--- src/rtl/mac_decap_if.sv ---
// rtl/mac_decap_if.sv - byte stream carrying decapsulated receive frames
interface mac_decap_if;
  logic [7:0] tdata;
  logic       tvalid;
  logic       tlast;
  logic       tuser;

  modport master (output tdata, tvalid, tlast, tuser);
  modport slave  (input  tdata, tvalid, tlast, tuser);
endinterface

--- src/rtl/mac_decap.sv ---
// rtl/mac_decap.sv - GMII receive decapsulator: preamble strip, DA filter, FCS check and strip
module mac_decap #(
  parameter int MIN_PAYLOAD_LENGTH = 46,
  parameter int MAX_PAYLOAD_LENGTH = 1500
) (
  input  logic        clk,
  input  logic        reset,
  input  logic        clk_enable,
  input  logic [7:0]  gmii_rxd,
  input  logic        gmii_rxdv,
  input  logic        gmii_rxer,
  input  logic [47:0] mac_address,
  input  logic        promiscuous,
  input  logic        accept_multicast,
  mac_decap_if.master stream,
  output logic        rx_good_frame,
  output logic        rx_bad_frame,
  output logic        rx_filtered
);
  localparam logic [10:0] RUNT_LIMIT     = 11'(MIN_PAYLOAD_LENGTH + 18);
  localparam logic [10:0] OVERSIZE_COUNT = 11'(MAX_PAYLOAD_LENGTH + 19);
  localparam logic [10:0] DA_COUNT       = 11'd6;
  localparam logic [31:0] CRC_RESIDUE    = 32'hDEBB20E3;

  typedef enum logic [1:0] {IDLE, PREAMBLE, DATA, DROP} state_t;

  state_t          state;
  logic [4:0][7:0] line;
  logic [10:0]     count;
  logic [31:0]     crc;
  logic            rxer_seen;

  logic [10:0]     count_next;
  logic [31:0]     crc_next;
  logic            da_accept;
  logic            frame_bad;

  function automatic logic [31:0] crc_byte(input logic [31:0] c, input logic [7:0] d);
    logic [31:0] r;
    r = c ^ {24'h0, d};
    for (int k = 0; k < 8; k++) begin
      r = r[0] ? ((r >> 1) ^ 32'hEDB88320) : (r >> 1);
    end
    return r;
  endfunction

  // {line, gmii_rxd} is the full DA at the moment DA byte 5 is on the bus
  always_comb begin
    count_next = (count == '1) ? count : count + 11'd1;
    crc_next   = crc_byte(crc, gmii_rxd);
    da_accept  = promiscuous || ({line, gmii_rxd} == mac_address) ||
                 (&{line, gmii_rxd}) || (line[4][0] && accept_multicast);
    frame_bad  = (crc != CRC_RESIDUE) || rxer_seen || (count < RUNT_LIMIT);
  end

  always_ff @(posedge clk or posedge reset) begin
    if (reset) begin
      state         <= IDLE;
      line          <= '0;
      count         <= '0;
      crc           <= '1;
      rxer_seen     <= 1'b0;
      stream.tdata  <= 8'h00;
      stream.tvalid <= 1'b0;
      stream.tlast  <= 1'b0;
      stream.tuser  <= 1'b0;
      rx_good_frame <= 1'b0;
      rx_bad_frame  <= 1'b0;
      rx_filtered   <= 1'b0;
    end else begin
      stream.tvalid <= 1'b0;
      stream.tlast  <= 1'b0;
      stream.tuser  <= 1'b0;
      rx_good_frame <= 1'b0;
      rx_bad_frame  <= 1'b0;
      rx_filtered   <= 1'b0;
      if (clk_enable) begin
        if (state != DATA) begin
          count     <= '0;
          crc       <= '1;
          rxer_seen <= 1'b0;
        end
        case (state)
          IDLE: begin
            if (gmii_rxdv) begin
              if (gmii_rxd == 8'h55)      state <= PREAMBLE;
              else if (gmii_rxd == 8'hD5) state <= DATA;
              else                        state <= DROP;
            end
          end
          PREAMBLE: begin
            if (!gmii_rxdv)                 state <= IDLE;
            else if (gmii_rxd == 8'hD5)     state <= DATA;
            else if (gmii_rxd != 8'h55)     state <= DROP;
          end
          DATA: begin
            if (gmii_rxdv) begin
              line      <= {line[3:0], gmii_rxd};
              crc       <= crc_next;
              count     <= count_next;
              rxer_seen <= rxer_seen | gmii_rxer;
              if (count_next == DA_COUNT && !da_accept) begin
                rx_filtered <= 1'b1;
                state       <= DROP;
              end else if (count_next == OVERSIZE_COUNT) begin
                stream.tvalid <= 1'b1;
                stream.tdata  <= line[4];
                stream.tlast  <= 1'b1;
                stream.tuser  <= 1'b1;
                rx_bad_frame  <= 1'b1;
                state         <= DROP;
              end else if (count_next >= DA_COUNT) begin
                stream.tvalid <= 1'b1;
                stream.tdata  <= line[4];
              end
            end else begin
              // the four newest bytes in the line are the FCS and are discarded
              if (count >= DA_COUNT) begin
                stream.tvalid <= 1'b1;
                stream.tdata  <= line[4];
                stream.tlast  <= 1'b1;
                stream.tuser  <= frame_bad;
                rx_good_frame <= ~frame_bad;
                rx_bad_frame  <= frame_bad;
              end
              state <= IDLE;
            end
          end
          DROP: begin
            if (!gmii_rxdv) state <= IDLE;
          end
          default: state <= IDLE;
        endcase
      end
    end
  end
endmodule

--- src/flat_wrapper.sv ---
// flat-port wrapper written by rule: the top's interface ports become plain ports
module mac_decap_flat 
#(
  parameter int MIN_PAYLOAD_LENGTH = 46,
  parameter int MAX_PAYLOAD_LENGTH = 1500
)
  (clk, reset, clk_enable, gmii_rxd, gmii_rxdv, gmii_rxer, mac_address, promiscuous, accept_multicast, rx_good_frame, rx_bad_frame, rx_filtered, stream_tdata, stream_tvalid, stream_tlast, stream_tuser);
  mac_decap_if stream_i ();
  input  logic clk;
  input  logic reset;
  input  logic clk_enable;
  input  logic [7:0] gmii_rxd;
  input  logic gmii_rxdv;
  input  logic gmii_rxer;
  input  logic [47:0] mac_address;
  input  logic promiscuous;
  input  logic accept_multicast;
  output logic rx_good_frame;
  output logic rx_bad_frame;
  output logic rx_filtered;
  output wire logic [$bits(stream_i.tdata)-1:0] stream_tdata;
  output wire logic [$bits(stream_i.tvalid)-1:0] stream_tvalid;
  output wire logic [$bits(stream_i.tlast)-1:0] stream_tlast;
  output wire logic [$bits(stream_i.tuser)-1:0] stream_tuser;
  assign stream_tdata = stream_i.tdata;
  assign stream_tvalid = stream_i.tvalid;
  assign stream_tlast = stream_i.tlast;
  assign stream_tuser = stream_i.tuser;
  mac_decap #(.MIN_PAYLOAD_LENGTH(MIN_PAYLOAD_LENGTH), .MAX_PAYLOAD_LENGTH(MAX_PAYLOAD_LENGTH)) u_core (.clk(clk), .reset(reset), .clk_enable(clk_enable), .gmii_rxd(gmii_rxd), .gmii_rxdv(gmii_rxdv), .gmii_rxer(gmii_rxer), .mac_address(mac_address), .promiscuous(promiscuous), .accept_multicast(accept_multicast), .stream(stream_i), .rx_good_frame(rx_good_frame), .rx_bad_frame(rx_bad_frame), .rx_filtered(rx_filtered));
endmodule
--- config.mk ---
export PLATFORM = sky130hd
export DESIGN_NAME = mac_decap_flat
export DESIGN_NICKNAME = d
export VERILOG_FILES = /design/src/rtl/mac_decap_if.sv /design/src/rtl/mac_decap.sv /design/src/flat_wrapper.sv
export SDC_FILE = /design/constraint.sdc
export NUM_CORES = 1
export LEC_CHECK = 0
export ABC_AREA = 1
export ABC_CLOCK_PERIOD_IN_PS = 5500
export BUFFER_PORTS_ARGS = -buffer_cell sky130_fd_sc_hd__clkbuf_2
export CAP_MARGIN = 30
export CORE_MARGIN = 2
export CORE_UTILIZATION = 63
export CTS_CLUSTER_DIAMETER = 100
export DETAILED_ROUTE_END_ITERATION = 10
export PLACE_DENSITY = 0.86
export SYNTH_ARGS = -nofsm -noshare
export SYNTH_HDL_FRONTEND = slang
export SYNTH_SLANG_ARGS = --single-unit
--- constraint.sdc ---
create_clock -name clk -period 5.5 [get_ports clk]
set_clock_uncertainty 0.05 [all_clocks]
set_input_delay 0.55 -clock clk [delete_from_list [all_inputs] [get_ports clk]]
set_output_delay 0.55 -clock clk [all_outputs]
set_load 0.05 [all_outputs]
Word-level counts from Yosys, hierarchy flattened. Index checks and enable logic that the tools add are counted.

$lt $le $gt $ge: 3. Reduce and logical (&&, ||, !) cells: 14. Muxes and demuxes: 58. Divide/modulo/power cells: 0. Shifts and indexed selects: 0. Equality and inequality tests: 18. Bitwise logic cells: 11. Add/sub/neg operators: 1. Multiply operators: 0.

Operators with widths (number): $mux W32 (11); $not A13 Y14 (8); $eq A48 B48 Y1 (1); $reduce_and A48 Y1 (1); $mux W11 (4); $mux W8 (5); $ne A32 B32 Y1 const B (1); $xor A32 B8 Y32 (1); $mux W1 (28); $eq A11 B11 Y1 const B (2); $ge A11 B3 Y1 const B (2); $mux W2 (9); $add A11 B1 Y11 const B (1); $eq A11 B3 Y1 const B (1); $lt A11 B7 Y1 const B (1); $reduce_and A5 Y1 (2); $eq A8 B7 Y1 const B (1); $eq A8 B8 Y1 const B (1); $ne A2 B2 Y1 const B (4); $ne A4 B2 Y1 const B (2); $ne A8 B7 Y1 const B (1); $pmux W2 S4 (1); $logic_or A1 B1 Y1 (5); $eq A2 B2 Y1 const B (2); other kinds (9) (10).

Logic and storage cells: 120. Bits in latches: 0. Memories: 0. Output and inout port bits: 14. RAM bits: 0. Input bits: 63. Bits in registers: 99. Memory bits (read-only): 0.

Longest topological paths before layout.
Depth in word-level cells: 19. Depth in mapped cells: 17.

Worst setup path before layout. Ideal clock, no wire load.

Path kind: register to register. From: register u_core.count[0]. To: register u_core.stream.tdata[0]. Clock period less this slack: 2.076 ns. Cell stages (with the launch flop): 18. Slack: 3.424 ns. Arrival: 1.907 ns. Required time: 5.331 ns. Path buffers: 1. Cells stage by stage: dfrtp_1 -> ha_1 -> nand3_2 -> nor2_4 -> nand3_4 -> buf_6 -> nand2_1 -> nand2_1 -> nand2_1 -> nor2_1 -> nand2_1 -> nor2_1 -> nand2_1 -> nand2_2 -> nand2_4 -> nand2_8 -> nand2_1 -> nand2_1.

Longest elaborated chain between the ends: 6.

RTL lines: start: declaration (line mac_decap.sv:29) `logic [10:0] count;`; start signal: assignment (line mac_decap.sv:100) `count <= count_next;`; branches (longest 6 deep; another with $add A11 B1 Y11); end signal: assignment (line mac_decap.sv:107) `stream.tdata <= line[4];`; end signal: assignment (line mac_decap.sv:114) `stream.tdata <= line[4];`; end signal: assignment (line mac_decap.sv:120) `stream.tdata <= line[4];`; end: declaration (line mac_decap_if.sv:8) `modport master (output tdata, tvalid, tlast, tuser);`.

Several ways; the timed one is not identified. The select of a mux whose other input is x is not followed. A chain may end at the register's enable or synchronous reset.

Worst setup path in the final report.
From: register u_core.count[0]. To: register u_core.state[1].

Longest elaborated chain between the ends: 7.

RTL lines: $add A11 B1 Y11 / $eq A11 B11 Y1 (equally long branches) (line mac_decap.sv:49) `count_next = (count == '1) ? count : count + 11'd1;`; $mux W11 * (line mac_decap.sv:49); $eq A11 B3 Y1 (line mac_decap.sv:102) `if (count_next == DA_COUNT && !da_accept) begin`; $logic_and A1 B1 Y1 (line mac_decap.sv:102); $mux W2 (line mac_decap.sv:102); $mux W2 (line mac_decap.sv:97) `if (gmii_rxdv) begin`; $pmux W2 S4 (line mac_decap.sv:83) `case (state)`; end signal: assignment (line mac_decap.sv:86) `if (gmii_rxd == 8'h55) state <= PREAMBLE;`; end signal: assignment (line mac_decap.sv:87) `else if (gmii_rxd == 8'hD5) state <= DATA;`; end signal: assignment (line mac_decap.sv:104) `state <= DROP;`; end: declaration (line mac_decap.sv:27) `state_t state;`.

Every way passes the cells marked *; elsewhere a longest branch is shown, timed or not.

==> run summary <==
Via density -> 5.51
post-DR wirelength/cell -> 14.9 um
most common cell after layout, fill and taps aside -> nand2_1
fmax -> 0.384 GHz
Row Count -> 36
Simple-Gate Fraction of Synth Area -> 27.4%
post-CTS sizing -> 0
Pwr Density -> 429 mW/mm2
Period minus WS final -> 2.60 ns
Fin Hold WS -> 0.0742 ns
R2R depth -> 12
Residual DRC -> 0
Layout Utilization -> 71.2%
DR vias -> 5787
Total Wirelength -> 15.7 mm
clock root buffer -> clkbuf_8
fin nets -> 977
RD Place Congestion -> 0.991
syn nets -> 907
ratio of cells with drive above 1 in the final layout -> 16.2%
status -> finished clean
CTS Hold Bufs -> 0
core area -> 0.00968 mm2
CP startpoint kind -> flop
drt initial violations -> 356
all-layer global routing usage -> 31.3%
cell count after synthesis -> 843
XOR/XNOR Fraction of Synth Area -> 11.9%
Fillers -> 808
worst-path fanout max -> 13
period utilisation layout -> 47.3%
full die area -> 0.0107 mm2
Worst R2R Start -> u_core.count[0]
CTS tree -> built
maximum VDD drop -> 0.228 mV
DR pass1 iterations -> 5
R2R setup slack -> 2.90 ns
CTS Buffer Depth -> 2
Hold Fails Final Rpt -> 0
area growth from synthesis to layout -> 11.0%
number of diodes -> 0
number of setup violations in the final report -> 0
Die X-Extent -> 103 um
Clock Latency Late Sink -> 0.38 ns
Layout Cell Area excl Fill -> 0.00690 mm2
Final WS setup -> 2.90 ns
Placed Area -> 0.00670 mm2
sequential area share after synthesis -> 40.5%
LEAKAGE -> 0.00339 uW
mapped cell area -> 0.00621 mm2
worst slack, placed -> 2.74 ns
required time of the critical path -> 5.72 ns
Hold Crit Class -> primary input to async pin
number of setup buffers added after CTS -> 0
Worst EP arrival -> 2.82 ns
# Max-Cap Violations -> 0
I/O pin count -> 77
mux contribution to synthesized area -> 0%
commonest non-fill, non-tap cells in the layout -> nand2_1 (238), inv_1 (131), clkbuf_2 (76)
CP Class -> flop to flop
Die Ht -> 103 um
largest net degree at the start of global routing -> 71
relative slew slack -> 42.0%
first-pass GRT wire length -> 25.7 mm
initial antenna violation count -> 0
Port Buffer Count -> 76
FF+latch count, synth -> 99
Setup crit end kind -> flop
slew at the pin closest to its max-slew limit -> 0.870 ns
vias in the first global route -> 5360
main combinational cell family by area after synthesis -> simple AND/OR/NAND/NOR gates
grt ovf -> 0
setup TNS -> 0 ns
syn_area_per_cell -> 7.37 um2
Worst-path clk slew -> 0.12 ns
complex-gate fraction of the synthesized area -> 10.2%
htree depth -> 3
count of cell types in the netlist -> 39
CTS Sinks -> 99
number of buffers created by CTS -> 9
FF-to-FF End -> u_core.state[1]
Initial Util -> 64.2%
Ys Warns -> 0
DRT antenna net count -> 0
Final HPWL DP -> 11.5 mm
Final Max Tran Viols -> 0
RSZ-0062 raised after global routing -> false
Post-Synth Adder-Cell Area -> 0.201%
[metrics by stage]
stage | instances | power (uW)
6_report | 1051 | 2960
5_1_grt | 1051 | 3180
4_1_cts | 1051 | 2940
3_5_place_dp | 1035 | 2460
3_3_place_gp | 1035 | 2420
2_1_floorplan | 843 | 2140
[how the worst max path moves through the flow]
stage / startpoint / to / cells after the start
floorplan: reset / u_core.count[0] / 1
global placement: gmii_rxdv / u_core.crc[19] / 10
detailed placement: gmii_rxdv / u_core.crc[14] / 10
CTS: u_core.count[0] / u_core.state[1] / 12
global route: u_core.count[0] / u_core.state[1] / 14
finish: u_core.count[0] / u_core.state[1] / 12
[synthesized netlist by cell type, drive strengths merged]
master / count / area share [%]
a31oi: 2 / 0.20
clkbuf: 13 / 0.79
buf: 7 / 0.79
nand3b: 2 / 0.24
nor3b: 1 / 0.12
o22ai: 21 / 2.1
nand2: 246 / 16
inv: 134 / 8.1
o32ai: 4 / 0.56
clkinv: 1 / 0.060
nor4: 6 / 0.60
o21bai: 1 / 0.12
nand3: 31 / 2.9
o21ai: 65 / 5.2
ha: 1 / 0.20
dfrtp: 67 / 27
nor3: 17 / 1.4
a21oi: 14 / 1.1
xnor2: 48 / 7.0
and2: 1 / 0.10
dfstp: 32 / 14
nor2: 65 / 4.1
nand4: 20 / 2.0
xor2: 35 / 4.9
or2: 3 / 0.30
a221oi: 6 / 0.85
[final cells by class]
cell class                      count  area (um2)  share of cell area (%)
Clock inverter                      7        80.1                    1.16
Inverter                          135         509                    7.38
Multi-Input combinational cell    589        3100                    44.9
Tap cell                          133         166                    2.41
Sequential cell                    99        2520                    36.5
Timing Repair Buffer               79         403                    5.84
Clock buffer                        9         124                    1.80
[report_power, final]
part	total [uW]	leakage (uW)	internal (uW)	switching, uW
clock network	485	0.0000994	181	304
logic	1200	0.00208	435	765
registers	1270	0.00121	1000	272
total	2960	0.00339	1620	1340
[sequential cells by signal, summed over array words and instances (netlist names)]
register and flops:
u_core.line 40, u_core.crc 32, u_core.count 11, u_core.stream.tdata 8, u_core.state 2, u_core.rx_filtered 1
u_core.rx_good_frame 1, u_core.rxer_seen 1, u_core.stream.tlast 1, u_core.stream.tuser 1, u_core.stream.tvalid 1
[per-layer routing]
layer	GRT usage (%)	vias to the layer above	routed length, um
met5	0	-	0
met2	48.8	259	7050
met1	44.6	2689	7050
met3	5.11	25	1230
li1	-	2814	-
met4	11.2	0	324
[logic make-up (layout without fill, tap and decap cells)]
| group | Yosys count | count (layout) |
|---|---|---|
| XOR/XNOR | 83 | 83 |
| AND/OR/NAND/NOR | 392 | 392 |
| buffers and inverters | 155 | 230 |
| flip-flops | 99 | 99 |
| adder cells (fa/ha/maj) | 1 | 1 |
| AO/OA/AOI/OAI | 113 | 113 |
[critical path, stage by stage (launching register included)]
cell and delay [ns]:
dfrtp_1 0.52, ha_1 0.25, nand3_2 0.14, nor2_4 0.20, nand3_4 0.22, o21ai_1 0.27, inv_1 0.09, nor3_1 0.20
nand3_1 0.13, nand3_1 0.17, nand3_1 0.12, nand2_1 0.08, nand2_1 0.05
No activity file was read; power rests on OpenSTA's default activity.
